## config.mk

```make
export PLATFORM = sky130hd
export DESIGN_NAME = fir_tap_sequencer
export DESIGN_NICKNAME = d
export VERILOG_FILES = /design/src/rtl/fir_tap_sequencer.sv
export SDC_FILE = /design/constraint.sdc
export NUM_CORES = 1
export LEC_CHECK = 0
export BUFFER_PORTS_ARGS = -buffer_cell sky130_fd_sc_hd__buf_2
export CORE_MARGIN = 2
export CORE_UTILIZATION = 52
export CTS_CLUSTER_DIAMETER = 120
export CTS_CLUSTER_SIZE = 28
export DETAILED_ROUTE_END_ITERATION = 10
export PLACE_DENSITY = 0.84
export SLEW_MARGIN = 25
export SYNTH_ARGS = -nofsm -noshare
export SYNTH_HDL_FRONTEND = slang
export SYNTH_SLANG_ARGS = --single-unit
export TNS_END_PERCENT = 10
```

## constraint.sdc

```tcl
create_clock -name i_clk -period 3.3 [get_ports i_clk]
set_clock_uncertainty 0.1 [all_clocks]
set_input_delay 0.495 -clock i_clk [delete_from_list [all_inputs] [get_ports i_clk]]
set_output_delay 0.495 -clock i_clk [all_outputs]
set_load 0.005 [all_outputs]
```

## src/rtl/fir_tap_sequencer.sv

```systemverilog
// Purpose: programs NTAPS FIR coefficients, optionally flushes the delay line, then streams samples.
// Latency: tap writes and RUN samples appear 1 cycle after acceptance; FLUSH adds NTAPS zero cycles.
// Backpressure: o_coef_ready only in LOAD; samples arriving outside RUN are dropped and flagged.
// Build option: define FIR_TAP_FLUSH_EN to insert the FLUSH phase between LOAD and RUN.
module fir_tap_sequencer #(
  parameter int NTAPS = 85,
  parameter int TW    = 12,
  parameter int IW    = 12
) (
  input  logic          i_clk,
  input  logic          i_reset_n,
  input  logic          i_load_start,
  input  logic          i_coef_valid,
  input  logic [TW-1:0] i_coef,
  output logic          o_coef_ready,
  input  logic          i_sample_valid,
  input  logic [IW-1:0] i_sample,
  output logic          o_tap_wr,
  output logic [TW-1:0] o_tap,
  output logic          o_ce,
  output logic [IW-1:0] o_sample,
  output logic          o_busy,
  output logic          o_loaded,
  output logic          o_drop
);

  localparam int CW = $clog2(NTAPS + 1);
  localparam logic [CW-1:0] LAST = CW'(NTAPS - 1);

  typedef enum logic [1:0] {IDLE, LOAD, FLUSH, RUN} state_e;

  state_e          state_q, state_d;
  logic [CW-1:0]   cnt_q, cnt_d;
  logic            coef_acc;
  logic            run;

  logic            tap_wr_q;
  logic [TW-1:0]   tap_q;
  logic            ce_q;
  logic [IW-1:0]   sample_q;
  logic            drop_q;

  assign run      = (state_q == RUN);
  assign coef_acc = (state_q == LOAD) && i_coef_valid;

  // Next-state logic: cnt counts accepted taps in LOAD and zero cycles in FLUSH.
  always_comb begin
    state_d = state_q;
    cnt_d   = cnt_q;
    case (state_q)
      IDLE: begin
        if (i_load_start) begin
          state_d = LOAD;
          cnt_d   = '0;
        end
      end
      LOAD: begin
        // Start requests are ignored here, including alongside the final coefficient.
        if (coef_acc) begin
          if (cnt_q == LAST) begin
            cnt_d = '0;
`ifdef FIR_TAP_FLUSH_EN
            state_d = FLUSH;
`else
            state_d = RUN;
`endif
          end else begin
            cnt_d = cnt_q + 1'b1;
          end
        end
      end
      FLUSH: begin
        if (cnt_q == LAST) begin
          state_d = RUN;
          cnt_d   = '0;
        end else begin
          cnt_d = cnt_q + 1'b1;
        end
      end
      RUN: begin
        if (i_load_start) begin
          state_d = LOAD;
          cnt_d   = '0;
        end
      end
      default: begin
        state_d = IDLE;
        cnt_d   = '0;
      end
    endcase
  end

  // State and counter registers.
  always_ff @(posedge i_clk or negedge i_reset_n) begin
    if (!i_reset_n) begin
      state_q <= IDLE;
      cnt_q   <= '0;
    end else begin
      state_q <= state_d;
      cnt_q   <= cnt_d;
    end
  end

  // Registered datapath: tap write strobe/value, RUN sample pass-through, drop flag.
  always_ff @(posedge i_clk or negedge i_reset_n) begin
    if (!i_reset_n) begin
      tap_wr_q <= 1'b0;
      tap_q    <= '0;
      ce_q     <= 1'b0;
      sample_q <= '0;
      drop_q   <= 1'b0;
    end else begin
      tap_wr_q <= coef_acc;
      if (coef_acc) begin
        tap_q <= i_coef;
      end
      ce_q     <= run && i_sample_valid;
      // Zero outside RUN, so the first FLUSH cycle also presents a zero sample.
      sample_q <= run ? i_sample : '0;
      drop_q   <= i_sample_valid && !run;
    end
  end

  assign o_coef_ready = (state_q == LOAD);
  assign o_tap_wr     = tap_wr_q;
  assign o_tap        = tap_q;
  assign o_ce         = (state_q == FLUSH) || ce_q;
  assign o_sample     = (state_q == FLUSH) ? '0 : sample_q;
  assign o_busy       = (state_q == LOAD) || (state_q == FLUSH);
  assign o_loaded     = run;
  assign o_drop       = drop_q;

endmodule

```

==> flow_summary.yaml, run 1 <==
logic_synthesis:
  ys.flop_type: "dfrtp_1"
  synth.most_common_cell: "dfrtp_1"
  synthTopCellsByArea: "dfrtp_1, mux2_2, and2_1"
  synthCells: 131
  syn_area_sq_um: 1570
  ys_types: 27
  syn_nets: 165
  synth_top_area_share_pct: 57.2
  ys_warn_count: 0
  synth_enable_flop_cells: 0
  synth_commonest_cells: "dfrtp_1, and2_1, mux2_2, nor2b_1, nand2_1"
  ys_ff_latch: 36
  ys_async_sr_fraction_pct: 100
  synth-seq-area-share_pct: 57.2
  yosysTopAreaCell: "dfrtp_1"
  synth.avg_cell_area_sq_um: 12.0
timing:
  tns_ps: 0
  max_freq_ghz: 0.456
  min_period_over_period_pct: 66.4
  worst_slack_ps: 1110
  finalHoldViolations: 0
  worst_pin_slew_ps: 754
  rsz0062_at_grt: "false"
  slew_headroom_pct: 49.7
  drv_slew: 0
  fin_crit_ps: 2190
  finalSetupViolations: 0
placed_design:
  pre_cts_ws_ps: 1450
  hpwl_um: 2250
  gp_congestion: 0.766
  dp_cells: 217
  io_buffer_count: 58
clock_network:
  clockRootBuffer: "clkbuf_4"
  numClockSinks: 36
  cts_tree: "done"
  postCtsSetupBuffers: 0
  cts_buffers: 5
  cts_resized: 0
  holdBufCountCts: 0
  clk_path_buf_depth: 2
  cts_max_level: 2
  clk_pin_slew_ps: 100
  worstSkewPairLatency_ps: 320
setup_path:
  slowest_stage: "dfrtp_1"
  critPathMaxFanout: 13
  worstSetupPathType: "reg -> out"
  worstPathArrival_ps: 1600
  startpoint_type: "register"
  crit_required_ps: 2700
  critPathMaxStageDelay_ps: 410
  setup.worst_path.end_class: "output port"
  rrSetupSlack_ps: 1640
  cp_cell_sequence: "inv_1, ha_1, or2_2, buf_2"
routing:
  drt_iter0_drc: 30
  via_per_inst: 5.10
  wl_per_cell_um: 12.6
  dr_total_vias: 1148
  dr_wl_met2_um: 1530
  wirelength_met1_um: 1100
  ant_nets: 0
  top_layer_used: "met4"
  drc: 0
  firstDrtPassIters: 6
  met3_wirelength_um: 152
  routed_wl_um: 2840
finish:
  fillers: 212
  layout.nets: 227
  n_antenna_cell: 0
  post-route-util_pct: 69.4
  instances_no_fill: 225
  area_delta_synth_final_pct: 23.6
  drive_gt1_share_pct: 45.4
grt:
  antenna_found_initial: 0
  track_usage_pct: 18.3
  grt_pass1_vias: 1153
  grt_pass1_wl_um: 4720
  overflow: 0
  grt_max_degree: 37
floorplanning:
  start_util_pct: 56.1
  die_h_um: 59.0
  die_w_um: 59.0
  fp.coreArea_sq_um: 2810
  dieArea_sq_um: 3480
  rows: 19
  io_pins: 59
power_and_ir_drop:
  leakagePower_nw: 1.05
  p_per_area_nw_per_um2: 757
  worst_ir_drop_vdd_mv: 0.541
  design_power_total_mw: 1.47
flow_run:
  cap_violations: 0
run_status:
  status: "finished, final reports clean"
worst_hold_path:
  hp-class: "in -> async"
## power by group
part | switching [mW] | internal, mW
sequential | 0.103 | 0.600
clock | 0.135 | 0.101
combinational | 0.247 | 0.286
total | 0.485 | 0.987
## area by class of cell
class                           instances  area [sq um]  area share, %
Inverter                                6          22.5           1.16
Tap cell                               31          38.8           1.99
Multi-Input combinational cell         86           632           32.5
Timing Repair Buffer                   58           290           14.9
Clock buffer                            6          51.3           2.64
Clock inverter                          2          10.0          0.514
Sequential cell                        36           901           46.3
## registers in the layout, summed over array words and instances, names as in the netlist
name,cells
o_drop,1
o_tap,12
state_q,2
sample_q,12
cnt_q,7
o_tap_wr,1
ce_q,1
## critical path, delay by kind of cell, from the launching register on
| kind | cells | cell delay, ps |
|---|---|---|
| simple gates | 1 | 340 |
| fa+ha+maj | 1 | 340 |
| flops | 1 | 410 |
| buf+inv | 2 | 190 |
## path summary, 6_finish.rpt
kind,start,end,cells after the start
hold reg to reg,o_tap[2],o_tap[2],1
hold / removal,i_reset_n,sample_q[4],1
setup reg to reg,state_q[0],cnt_q[0],6
max in group asynchronous,i_reset_n,o_tap[2],1
min in group i_clk,i_sample[8],sample_q[8],2
setup / recovery,state_q[0],o_ce,4
## kinds of logic (layout without fill, tap and decap cells)
logic type	count (synthesis)	count (layout)	synth area share, %
compound gates	16	16	6.84
simple gates	51	51	19.4
buf+inv	9	72	2.62
fa+ha+maj	5	5	3.97
mux	14	14	9.94
flops	36	36	57.2
## per-layer routing
layer / GRT usage, % / vias up
li1: - / 555
met1: 18.6 / 544
met2: 34.6 / 42
met3: 4.15 / 7
met4: 8.77 / 0
met5: 0 / -
## metrics by stage
| step | area, sq um | hold WS (ps) |
|---|---|---|
| finish | 1950 | 131 |
| detailed placement | 1880 | 388 |
| floorplan | 1570 | 99.4 |
| global placement | 1880 | 381 |
| global route | 1950 | 182 |
| CTS | 1950 | 154 |
## layout by cell type, fill, tap and decap left out
cell type  synthesis  final
o21ai_2            2      2
mux2_2            13     13
or2_2              1      1
and2_1            13     13
mux2i_1            1      1
a31oi_1            1      1
nand2_2            2      2
ha_1               5      5
inv_1              6      6
nand3_2            1      1
nor3_1             2      2
nor2b_4            1      1
nand2b_4           1      1
nor2b_1           13     13
and4bb_1           1      1
a21oi_1            2      2
clkbuf_8           0      1
clkbuf_4           0      5
nand3_1            3      3
o41a_1             1      1
buf_2              0     58
a32o_1             1      1
o21ai_1            1      1
clkinv_2           0      2
o31ai_2            1      1
dfrtp_1           36     36
nor2_1             2      2
o21ai_0            7      7
nand2_1           11     11
Power figures use the tool's default switching activity.
==> run 2, diff against run 1 <==
CORE_UTILIZATION = 43   (was 52)
PLACE_DENSITY = 0.74   (was 0.84)
clock period = 1.96 ns   (was 3.3 ns; I/O delays follow)
==> flow_summary.yaml, run 2 (synthesis gave the netlist of run 1 again) <==
run_status:
  status: "finished, final reports clean"
finish:
  layout_commonest_cell: "buf_2"
  final_cell_mix: "buf_2, dfrtp_1, nor2b_1, and2_1, mux2_2"
  instances_no_fill: 242
  drive_gt1_share_pct: 45.9
  layout.nets: 229
  n_antenna_cell: 0
  area_delta_synth_final_pct: 25.8
grt:
  grt_max_degree: 37
  grt_pass1_vias: 1114
  track_usage_pct: 16.1
  grt_pass1_wl_um: 5040
  antenna_found_initial: 0
  overflow: 0
placed_design:
  gp_congestion: 0.836
  io_buffer_count: 58
  dp_cells: 232
  hpwl_um: 2220
  pre_cts_ws_ps: 297
routing:
  ant_nets: 0
  routed_wl_um: 2960
  via_per_inst: 4.84
  wl_per_cell_um: 12.2
  drt_iter0_drc: 51
  drc: 0
  firstDrtPassIters: 4
  dr_total_vias: 1172
floorplanning:
  die_h_um: 64.5
  dieArea_sq_um: 4160
  start_util_pct: 46.1
  fp.coreArea_sq_um: 3420
  io_pins: 59
  rows: 21
  die_w_um: 64.5
timing:
  tns_ps: 0
  finalHoldViolations: 0
  slew_headroom_pct: 49.6
  drv_slew: 0
  worst_slack_ps: 107
  holdWs_ps: 72.9
  worst_pin_slew_ps: 757
  finalSetupViolations: 0
  rsz0062_at_grt: "false"
  fin_crit_ps: 1850
  max_freq_ghz: 0.540
  min_period_over_period_pct: 94.6
power_and_ir_drop:
  worst_ir_drop_vdd_mv: 0.528
  p_sw_share_pct: 33.7
  leakagePower_nw: 1.05
  p_clk_share_pct: 15.4
  power.internal_mw: 1.64
  p_per_area_nw_per_um2: 1250
  pwr-share-seq_pct: 47.7
  p_comb_share_pct: 36.9
  power.switching_uw: 832
clock_network:
  cts_max_level: 2
  cts_buffers: 5
  cts_tree: "done"
  clk_pin_slew_ps: 110
  numClockSinks: 36
  clockRootBuffer: "clkbuf_4"
  worstSkewPairLatency_ps: 330
  clk_path_buf_depth: 2
setup_path:
  r2r_start: "state_q[1]"
  startpoint_type: "register"
  setup.worst_path.end_class: "output port"
  rr_worst_depth: 5
  worstPathArrival_ps: 1460
  rr_endpoint: "cnt_q[0]"
  critPathMaxFanout: 13
  crit_required_ps: 1570
  worstSetupPathType: "reg -> out"
  rrSetupSlack_ps: 280
worst_hold_path:
  min_from: "i_sample[10]"
  whs_endpoint: "sample_q[10]"
  hp-class: "in -> reg"
  whs_path_depth: 2
flow_run:
  cap_violations: 0
[run 2: routing by layer]
metal	vias up	wire [um]	track usage, %
met4	0	44	6.38
met2	36	1480	27.0
met1	567	1230	19.0
met5	-	0	0
met3	4	206	5.56
li1	565	-	-
[run 2: worst max-delay path, cell delays in order (launching register included)]
cell,delay (ps)
dfrtp_1,430
ha_2,270
or2_2,310
buf_2,130
[run 2: stage by stage]
stage	total power, mW	utilization (%)	area (sq um)
floorplan	1.74	-	1570
global placement	2.07	55.7	1900
detailed placement	2.12	55.7	1900
CTS	2.50	57.7	1970
global route	2.69	57.9	1980
finish	2.47	57.9	1980
[run 2: cell type report]
class	instances	area [sq um]
clock buffer	5	37.5
clock inverter	3	18.8
fill	298	1440
inverter	6	22.5
multi-input combinational	86	634
sequential	36	901
tap	46	57.6
timing repair buffer	60	308
[run 2: worst max-delay path by stage]
stage / start / to / slack (ps)
2_1_floorplan: state_q[0] / o_ce / 430
3_3_place_gp: state_q[0] / o_ce / 350
3_5_place_dp: state_q[0] / cnt_q[0] / 300
4_1_cts: state_q[0] / o_ce / 30
5_1_grt: state_q[1] / o_ce / 7
6_report: state_q[1] / o_ce / 110
[run 2: what timing repair did]
action / CTS / global route
setup endpoints to repair: 1 / 1
resized for setup: 1 / 0
buffers inserted: 0 / 1
hold buffers: 1 / 0
hold endpoints to repair: 36 / 0
[run 2: power by group through the flow]
stage,sequential (mW),clock [mW],combinational [mW]
6_report,1.18,0.380,0.911
5_1_grt,1.22,0.444,1.03
4_1_cts,1.18,0.399,0.921
3_5_place_dp,1.20,0,0.914
3_3_place_gp,1.18,0,0.889
2_1_floorplan,1.18,0,0.558
==> run 3, diff against run 2 <==
CORE_UTILIZATION = 52   (was 43)
PLACE_DENSITY = 0.84   (was 0.74)
SKIP_CTS_REPAIR_TIMING = 1   (was not set)
clock period = 2.2 ns   (was 1.96 ns; I/O delays follow)
==> flow_summary.yaml, run 3 (synthesis gave the netlist of run 1 again) <==
run_status:
  status: "finished, final reports clean"
power_and_ir_drop:
  worst_ir_drop_vdd_mv: 0.756
  leakagePower_nw: 1.05
  p_per_area_nw_per_um2: 1170
floorplanning:
  io_pins: 59
  start_util_pct: 56.1
  die_h_um: 59.0
  dieArea_sq_um: 3480
  fp.coreArea_sq_um: 2810
  die_w_um: 59.0
  rows: 19
routing:
  via_per_inst: 5.08
  drc: 0
  dr_total_vias: 1149
  ant_nets: 0
  wl_per_cell_um: 12.8
  firstDrtPassIters: 4
  routed_wl_um: 2890
  drt_iter0_drc: 23
setup_path:
  worstSetupPathType: "reg -> out"
  cp_cell_sequence: "inv_1, ha_1, or2_2, buf_2"
  critPathMaxFanout: 13
  setup.worst_path.end_class: "output port"
  cp_top_family: "flip-flops"
  cp_num_buf_inv: 2
  critPathMaxStageDelay_ps: 410
  slowest_stage: "dfrtp_1"
  startpoint_type: "register"
  worstPathArrival_ps: 1610
  crit_required_ps: 1770
grt:
  antenna_found_initial: 0
  grt_max_degree: 37
  track_usage_pct: 19.0
  grt_pass1_vias: 1134
  overflow: 0
  grt_pass1_wl_um: 4780
finish:
  final_cell_mix: "buf_2, dfrtp_1, nor2b_1, and2_1, mux2_2"
  multiInputGateArea_sq_um: 632
  area_delta_synth_final_pct: 25.4
  ff_latch_area_sq_um: 901
  drive_gt1_share_pct: 45.1
  layout.nets: 228
  n_antenna_cell: 0
  layout_commonest_cell: "buf_2"
  post-route-util_pct: 70.4
  fillers: 224
flow_run:
  cap_violations: 0
worst_hold_path:
  hp-class: "in -> reg"
clock_network:
  cts_tree: "done"
  numClockSinks: 36
  cts_max_level: 2
  clk_path_buf_depth: 2
  cts_buffers: 5
  clockRootBuffer: "clkbuf_4"
  clk_pin_slew_ps: 90
  worstSkewPairLatency_ps: 340
timing:
  tns_ps: 0
  holdWs_ps: 105
  finalSetupViolations: 0
  drv_slew: 0
  min_period_over_period_pct: 92.7
  rsz0062_at_grt: "false"
  max_freq_ghz: 0.490
  worst_pin_slew_ps: 759
  finalHoldViolations: 0
  slew_headroom_pct: 49.4
  fin_crit_ps: 2040
placed_design:
  gp_congestion: 0.808
  hpwl_um: 2230
  io_buffer_count: 58
-- run 3: cell count changes in the layout (fill, tap and decap cells not counted), sizes merged --
cell,change
clkinv,-2
clkinvlp,+1
buf,-1
bufinv,+1
-- run 3: cell type report --
type,count,share of cell area (%)
flip-flops and latches,36,45.6
multi-input cells,86,32.0
repair buffers,59,15.2
clock inverters,3,2.15
well taps,31,1.96
clock buffers,5,1.90
inverters,6,1.14
-- run 3: routing by layer --
metal / wire length, um / vias to the layer above / GRT usage [%]
li1: - / 563 / -
met1: 1070 / 538 / 19.7
met2: 1560 / 41 / 33.8
met3: 211 / 7 / 8.08
met4: 53 / 0 / 7.14
met5: 0 / - / 0
-- run 3: worst register-to-register path, delay by kind of cell (launching register included) --
kind                     cells  cell delay [ps]
AO/OA/AOI/OAI                2              530
buffers and inverters        2              160
AND/OR/NAND/NOR              1              110
adder cells (fa/ha/maj)      1              290
flip-flops                   1              410
-- run 3: where the power goes --
part,switching (mW),internal [mW],total [mW]
Sequential,0.150,0.900,1.05
Clock,0.218,0.237,0.455
Combinational,0.382,0.433,0.815
Total,0.750,1.57,2.32
-- run 3: path summary, 6_finish.rpt --
kind | cells after the start | slack [ps] | from | endpoint
min | 2 | 110 | i_sample[7] | sample_q[7]
min in group asynchronous | 2 | 480 | i_reset_n | cnt_q[0]
max | 4 | 160 | state_q[0] | o_ce
max in group asynchronous | 2 | 1030 | i_reset_n | sample_q[2]
max reg2reg | 6 | 540 | state_q[0] | cnt_q[4]
min reg2reg | 1 | 410 | o_tap[10] | o_tap[10]
-- run 3: metrics by stage --
stage	setup slack, ps	instances	instance area (sq um)	total power [mW]
5_1_grt	50.9	226	1970	2.50
3_5_place_dp	505	217	1880	1.89
3_3_place_gp	566	217	1880	1.83
6_report	160	226	1970	2.32
4_1_cts	127	225	1960	2.34
2_1_floorplan	635	131	1570	1.55
